File: config.mk
export PLATFORM = sky130hd
export DESIGN_NAME = binary2deg_seq_div
export DESIGN_NICKNAME = d
export VERILOG_FILES = /design/src/rtl/binary2deg_pkg.sv /design/src/rtl/binary2deg_seq_div.sv
export SDC_FILE = /design/constraint.sdc
export NUM_CORES = 1
export LEC_CHECK = 0
export BUFFER_PORTS_ARGS = -buffer_cell sky130_fd_sc_hd__buf_2
export CAP_MARGIN = 15
export CORE_MARGIN = 2
export CORE_UTILIZATION = 55
export CTS_CLUSTER_SIZE = 25
export DETAILED_ROUTE_END_ITERATION = 6
export GPL_TIMING_DRIVEN = 0
export PLACE_DENSITY = 0.8
export SETUP_SLACK_MARGIN = 0.05
export SYNTH_ARGS = -nofsm -noshare
export SYNTH_HDL_FRONTEND = slang
export SYNTH_SLANG_ARGS = --single-unit
File: constraint.sdc
create_clock -name i_clk -period 5.8 [get_ports i_clk]
set_clock_uncertainty 0.15 [all_clocks]
set_input_delay 1.16 -clock i_clk [delete_from_list [all_inputs] [get_ports i_clk]]
set_output_delay 1.16 -clock i_clk [all_outputs]
set_load 0.02 [all_outputs]
File: src/rtl/binary2deg_pkg.sv
// Shared types, constants and the restoring-division step for the binary-to-degree converter.
// The step helpers are written for operands up to DIV_MAX_W bits (callers need IN_W+OUT_W <= DIV_MAX_W).
package binary2deg_pkg;

  typedef enum logic [1:0] {
    IDLE = 2'd0,
    CAL  = 2'd1,
    DONE = 2'd2
  } state_e;

  localparam int unsigned DIVISOR_DEG = 90;
  localparam int unsigned DIV_MAX_W   = 64;

  // Counter width for a count of n steps; never narrower than one bit.
  function automatic int unsigned cnt_width(input int unsigned n);
    return (n > 1) ? $clog2(n) : 1;
  endfunction

  // Quotient bit of one restoring step: set when the shifted divisor fits.
  function automatic logic restore_take(input logic [DIV_MAX_W-1:0] rem,
                                        input logic [DIV_MAX_W-1:0] dvs);
    return rem >= dvs;
  endfunction

  // Partial remainder after one restoring step.
  function automatic logic [DIV_MAX_W-1:0] restore_rem(input logic [DIV_MAX_W-1:0] rem,
                                                       input logic [DIV_MAX_W-1:0] dvs);
    return restore_take(rem, dvs) ? rem - dvs : rem;
  endfunction

endpackage

File: src/rtl/binary2deg_seq_div.sv
// Serial restoring divider: binary angle / divisor, one quotient bit per cycle, MSB first,
// with valid/ready handshakes on both sides and a passthrough channel tag.
module binary2deg_seq_div
  import binary2deg_pkg::*;
#(
  parameter int unsigned IN_W    = 22,
  parameter int unsigned OUT_W   = 14,
  parameter int unsigned DIVISOR = DIVISOR_DEG,
  parameter int unsigned TAG_W   = 2
) (
  input  logic             i_clk,
  input  logic             i_rst,
  input  logic             i_valid,
  output logic             o_ready,
  input  logic [IN_W-1:0]  i_binary,
  input  logic [IN_W-1:0]  i_divisor,
  input  logic             i_mode,
  input  logic [TAG_W-1:0] i_tag,
  output logic             o_valid,
  input  logic             i_ready,
  output logic [OUT_W-1:0] o_deg,
  output logic [IN_W-1:0]  o_rem,
  output logic             o_ovf,
  output logic [TAG_W-1:0] o_tag
);

  localparam int unsigned W     = IN_W + OUT_W;
  localparam int unsigned CNT_W = cnt_width(OUT_W);

  state_e           state_q, state_d;
  logic [W-1:0]     rem_q, rem_d;
  logic [W-1:0]     dvs_q, dvs_d;
  logic [OUT_W-1:0] quo_q, quo_d;
  logic [CNT_W-1:0] cnt_q, cnt_d;
  logic             ready_d, valid_d, ovf_d;
  logic [OUT_W-1:0] deg_d;
  logic [IN_W-1:0]  rem_out_d;
  logic [TAG_W-1:0] tag_d;

  logic [IN_W-1:0]  div_sel_c;
  logic             take_c;
  logic [W-1:0]     rem_nxt_c;
  logic [OUT_W-1:0] quo_nxt_c;

  // Divisor selection and one restoring step on the current partial remainder.
  always_comb begin
    div_sel_c = i_mode ? i_divisor : IN_W'(DIVISOR);
    take_c    = restore_take(DIV_MAX_W'(rem_q), DIV_MAX_W'(dvs_q));
    rem_nxt_c = W'(restore_rem(DIV_MAX_W'(rem_q), DIV_MAX_W'(dvs_q)));
    quo_nxt_c = OUT_W'({quo_q, take_c});
  end

  always_comb begin
    state_d   = state_q;
    rem_d     = rem_q;
    dvs_d     = dvs_q;
    quo_d     = quo_q;
    cnt_d     = cnt_q;
    ready_d   = o_ready;
    valid_d   = o_valid;
    deg_d     = o_deg;
    rem_out_d = o_rem;
    ovf_d     = o_ovf;
    tag_d     = o_tag;

    unique case (state_q)
      IDLE: begin
        if (i_valid && o_ready) begin
          tag_d   = i_tag;
          ready_d = 1'b0;
          if (div_sel_c == '0) begin
            deg_d     = '1;
            rem_out_d = i_binary;
            ovf_d     = 1'b1;
            valid_d   = 1'b1;
            state_d   = DONE;
          end else if (W'(i_binary) >= (W'(div_sel_c) << OUT_W)) begin
            deg_d     = '1;
            rem_out_d = '0;
            ovf_d     = 1'b1;
            valid_d   = 1'b1;
            state_d   = DONE;
          end else begin
            rem_d   = W'(i_binary);
            dvs_d   = W'(div_sel_c) << (OUT_W - 1);
            quo_d   = '0;
            cnt_d   = '0;
            state_d = CAL;
          end
        end
      end
      CAL: begin
        rem_d = rem_nxt_c;
        dvs_d = dvs_q >> 1;
        quo_d = quo_nxt_c;
        cnt_d = cnt_q + CNT_W'(1);
        // Remainder is below the divisor here, so it always fits the dividend width.
        if (cnt_q == CNT_W'(OUT_W - 1)) begin
          deg_d     = quo_nxt_c;
          rem_out_d = IN_W'(rem_nxt_c);
          ovf_d     = 1'b0;
          valid_d   = 1'b1;
          state_d   = DONE;
        end
      end
      DONE: begin
        if (i_ready) begin
          valid_d = 1'b0;
          ready_d = 1'b1;
          state_d = IDLE;
        end
      end
      default: begin
        valid_d = 1'b0;
        ready_d = 1'b1;
        state_d = IDLE;
      end
    endcase
  end

  always_ff @(posedge i_clk) begin
    if (i_rst) begin
      state_q <= IDLE;
      rem_q   <= '0;
      dvs_q   <= '0;
      quo_q   <= '0;
      cnt_q   <= '0;
      o_ready <= 1'b1;
      o_valid <= 1'b0;
      o_deg   <= '0;
      o_rem   <= '0;
      o_ovf   <= 1'b0;
      o_tag   <= '0;
    end else begin
      state_q <= state_d;
      rem_q   <= rem_d;
      dvs_q   <= dvs_d;
      quo_q   <= quo_d;
      cnt_q   <= cnt_d;
      o_ready <= ready_d;
      o_valid <= valid_d;
      o_deg   <= deg_d;
      o_rem   <= rem_out_d;
      o_ovf   <= ovf_d;
      o_tag   <= tag_d;
    end
  end

endmodule
==> summary.md <==
| Metric | Value |
|---|---|
| Initial antenna violation count | `0` |
| Number of top-level design ports | `92` |
| Number of endpoints failing setup at the final stage | `0` |
| Total inserted antenna cells | `0` |
| Area share of the largest cell type after synthesis | `between 30% and 40%` |
| Via count | `7916` |
| Antenna-violating nets left | `0` |
| Number of max-cap violations | `0` |
| Global-route wire length before repair | `36.8 mm` |
| Highest attainable clock frequency | `0.220 GHz` |
| Share of synthesized registers carrying an async set or reset | `0%` |
| Commonest cells post-synth | `sky130_fd_sc_hd__dfxtp_1 (131), sky130_fd_sc_hd__nor2_1 (122), sky130_fd_sc_hd__nand2_1 (91)` |
| Post-synth EDFFs | `0` |
| Average wire per cell in the routed design | `18.8 um` |
| Buffer count from post-CTS setup fixing | `0` |
| Setup slack after placement | `around 0.87 ns` |
| Starting utilization of the core area | `56.2%` |
| Largest net degree at the start of global routing | `17` |
| Die H | `around 120 um` |
| Instance count of the mapped netlist | `roughly 960` |
| Cell total after placement | `1231` |
| Most frequently used cell type in the post-synthesis netlist | `sky130_fd_sc_hd__dfxtp_1` |
| Number of levels in the clock H-tree | `4` |
| All-Layer GR Usage | `31.8%` |
| Part of the Yosys area used for sequential elements | `33.6%` |
| Arr. time, crit path | `4.75 ns` |
| Via count of the first global-routing pass | `7385` |
| Cell taking the most area after synthesis | `sky130_fd_sc_hd__dfxtp_1` |
| Transition at the pin with the smallest max-transition slack | `~1.2 ns` |
| Maximum root-to-sink buffer count | `2` |
| Core ar. | `13900 sq um` |
| TritonCTS clock tree | `yes` |
| Number of pins exceeding their max-slew limit in the final report | `0` |
| Setup repair after global routing missed its margin | `no` |
| Count of nets after finishing | `around 1200` |
| Clock tree sinks | `131` |
| LEAKAGE | `0.00375 uW` |
| WL final | `23.7 mm` |
| Clk slew on worst S/H paths | `approximately 0.070 ns` |
| Average cell area after synthesis | `8.11 sq um` |
| Minimum setup slack in the final design | `1.25 ns` |
| Final Hold Violating Endpoints | `0` |
| Clock buffers created by TritonCTS | `17` |
| Maximum fanout along the worst path | `10` |
| CTS Root Cell | `sky130_fd_sc_hd__clkbuf_16` |
| DIE WIDTH | `approximately 120 um` |
| Count of cells resized by post-cts repair | `0` |
| Post-synth top flop | `sky130_fd_sc_hd__dfxtp_1` |
| Share of layout cells above drive strength 1 | `17.7%` |
| Die Area | `15100 sq um` |
| Synthesized flop and latch total | `131` |
| Latest clock arrival within the worst-skew pair | `approximately 0.44 ns` |
| Slew HR | `21.3%` |
| Peak supply drop | `roughly 0.28 mV` |
| Total grt overflow | `0` |
| Distinct cell type count after synthesis | `78` |
| Layout area overhead | `16.2%` |
| Routability cong. | `0.965` |
| CTS Hold Buffers Added | `0` |
| Buffers added on ports | `90` |
| CP Class | `input port to flip-flop` |
| Iter 0 DRT Violations | `796` |
| Worst setup SP type | `input port` |
| Overall Power | `3680 uW` |
| Post-Synthesis Cell Area | `between 7000 and 8000 sq um` |
| Post-detailed-route via-to-cell ratio | `6.27` |
| Data required, critical path | `5.99 ns` |
| Share of the clock period used by the worst path | `78.5%` |
| Number of cell rows | `between 40 and 50` |
| Total power per unit cell area | `406 nW/um^2` |
| Crit. End Element | `flip-flop` |
| Synth warn | `0` |
| Post-DP HPWL | `about 17 mm` |
| Hold slack final | `between 0.3 and 0.4 ns` |
| Result of the run | `completed` |
| Top post-synthesis cells by area | `sky130_fd_sc_hd__dfxtp_1 (34%), sky130_fd_sc_hd__ha_1 (7.2%), sky130_fd_sc_hd__nor2_1 (5.9%)` |
| Min cycle time layout | `4.55 ns` |
| Number of detailed-routing iterations run before antenna repair | `5` |
| Path type of the worst min-delay path | `flip-flop to flip-flop` |
| Synthesized netlist net count | `1058` |
| Fill cell count | `1221` |
| Number of standard cells in the final layout excluding fillers | `1263` |
| Fin Setup TNS | `0 ns` |
| DRC violations left | `0` |
layout make-up:
type                       count  area [sq um]  area share [%]
multi-input combinational    714          4620            51.0
sequential                   131          2620            29.0
timing repair buffer          90           450            4.97
clock buffer                  17           425            4.70
buffer                        69           380            4.20
tap                          180           225            2.49
inverter                      47           176            1.95
clock inverter                15           161            1.78
state kept, by name, indices dropped and copies added (netlist names):
signal / flops
o_rem: 22
o_ready: 1
rem_q: 36
dvs_q: 35
quo_q: 13
o_ovf: 1
o_tag: 2
cnt_q: 4
o_valid: 1
state_q: 2
o_deg: 14
cells in the final DEF, fill, tap and decap left out, types with 5 or more instances in the layout:
cell,instances
sky130_fd_sc_hd__nor4_1,8
sky130_fd_sc_hd__a31oi_1,7
sky130_fd_sc_hd__buf_2,107
sky130_fd_sc_hd__nand2_1,91
sky130_fd_sc_hd__o211ai_1,8
sky130_fd_sc_hd__a22oi_1,41
sky130_fd_sc_hd__inv_6,5
sky130_fd_sc_hd__a22o_1,10
sky130_fd_sc_hd__a21oi_1,62
sky130_fd_sc_hd__nand3_1,23
sky130_fd_sc_hd__nand4_1,16
sky130_fd_sc_hd__a211oi_1,22
sky130_fd_sc_hd__a21o_1,17
sky130_fd_sc_hd__a211oi_2,7
sky130_fd_sc_hd__dfxtp_1,131
sky130_fd_sc_hd__nor2_1,122
sky130_fd_sc_hd__nor3_1,41
sky130_fd_sc_hd__inv_1,47
sky130_fd_sc_hd__xnor2_1,18
sky130_fd_sc_hd__clkbuf_16,17
sky130_fd_sc_hd__a221oi_1,10
sky130_fd_sc_hd__clkbuf_1,35
sky130_fd_sc_hd__mux2_2,5
sky130_fd_sc_hd__a311oi_1,17
sky130_fd_sc_hd__a221oi_2,6
sky130_fd_sc_hd__ha_1,45
sky130_fd_sc_hd__buf_1,6
sky130_fd_sc_hd__nor2b_1,6
sky130_fd_sc_hd__xor2_1,14
sky130_fd_sc_hd__and2_1,6
sky130_fd_sc_hd__o21ai_0,38
sky130_fd_sc_hd__o21ai_1,5
metal layers:
metal  wire (um)  vias up  track usage (%)
met1        9750     3700             40.1
met2       10600      421             49.2
met4        1180        0             19.5
met3        2170       92             7.56
met5           0        -                0
li1            -     3703                -
cell families after synthesis:
| group | synth area share [%] |
|---|---|
| flip-flops | 33.6 |
| AND/OR/NAND/NOR | 19.3 |
| adder cells (fa/ha/maj) | 7.48 |
| XOR/XNOR | 3.60 |
| AO/OA/AOI/OAI | 27.5 |
| buffers and inverters | 7.14 |
| multiplexers | 1.25 |
report_power, final:
group | internal (uW) | switching, uW | leakage [uW]
logic | 600 | 956 | 0.00240
clock network | 575 | 488 | 0.000281
registers | 990 | 69.3 | 0.00107
per-stage QoR:
step | util [%] | instance area, sq um
floorplan | - | 7790
global placement | 61.0 | 8470
detailed placement | 61.0 | 8470
CTS | 65.3 | 9060
global route | 65.3 | 9060
finish | 65.3 | 9060
critical path: stages:
cell,delay [ns]
sky130_fd_sc_hd__buf_2,0.21
sky130_fd_sc_hd__inv_1,0.17
sky130_fd_sc_hd__nor2_1,0.26
sky130_fd_sc_hd__ha_1,0.28
sky130_fd_sc_hd__nor4b_1,0.43
sky130_fd_sc_hd__nand4_1,0.27
sky130_fd_sc_hd__a21oi_1,0.24
sky130_fd_sc_hd__o311ai_1,0.14
sky130_fd_sc_hd__a31oi_2,0.31
sky130_fd_sc_hd__nand2_1,0.15
sky130_fd_sc_hd__o21ai_1,0.23
sky130_fd_sc_hd__clkbuf_1,0.58
sky130_fd_sc_hd__nor2_1,0.08
sky130_fd_sc_hd__a211oi_1,0.24
path summary, 6_finish.rpt:
| check | end | start | cells after the start | slack, ns |
|---|---|---|---|---|
| max reg2reg | rem_q[5] | rem_q[0] | 14 | 2.26 |
| min | dvs_q[17] | dvs_q[17] | 2 | 0.33 |
| min reg2reg | dvs_q[17] | dvs_q[17] | 2 | 0.33 |
| max | o_rem[5] | i_mode | 14 | 1.25 |
Note: power is estimated with default switching activity, not from simulation.
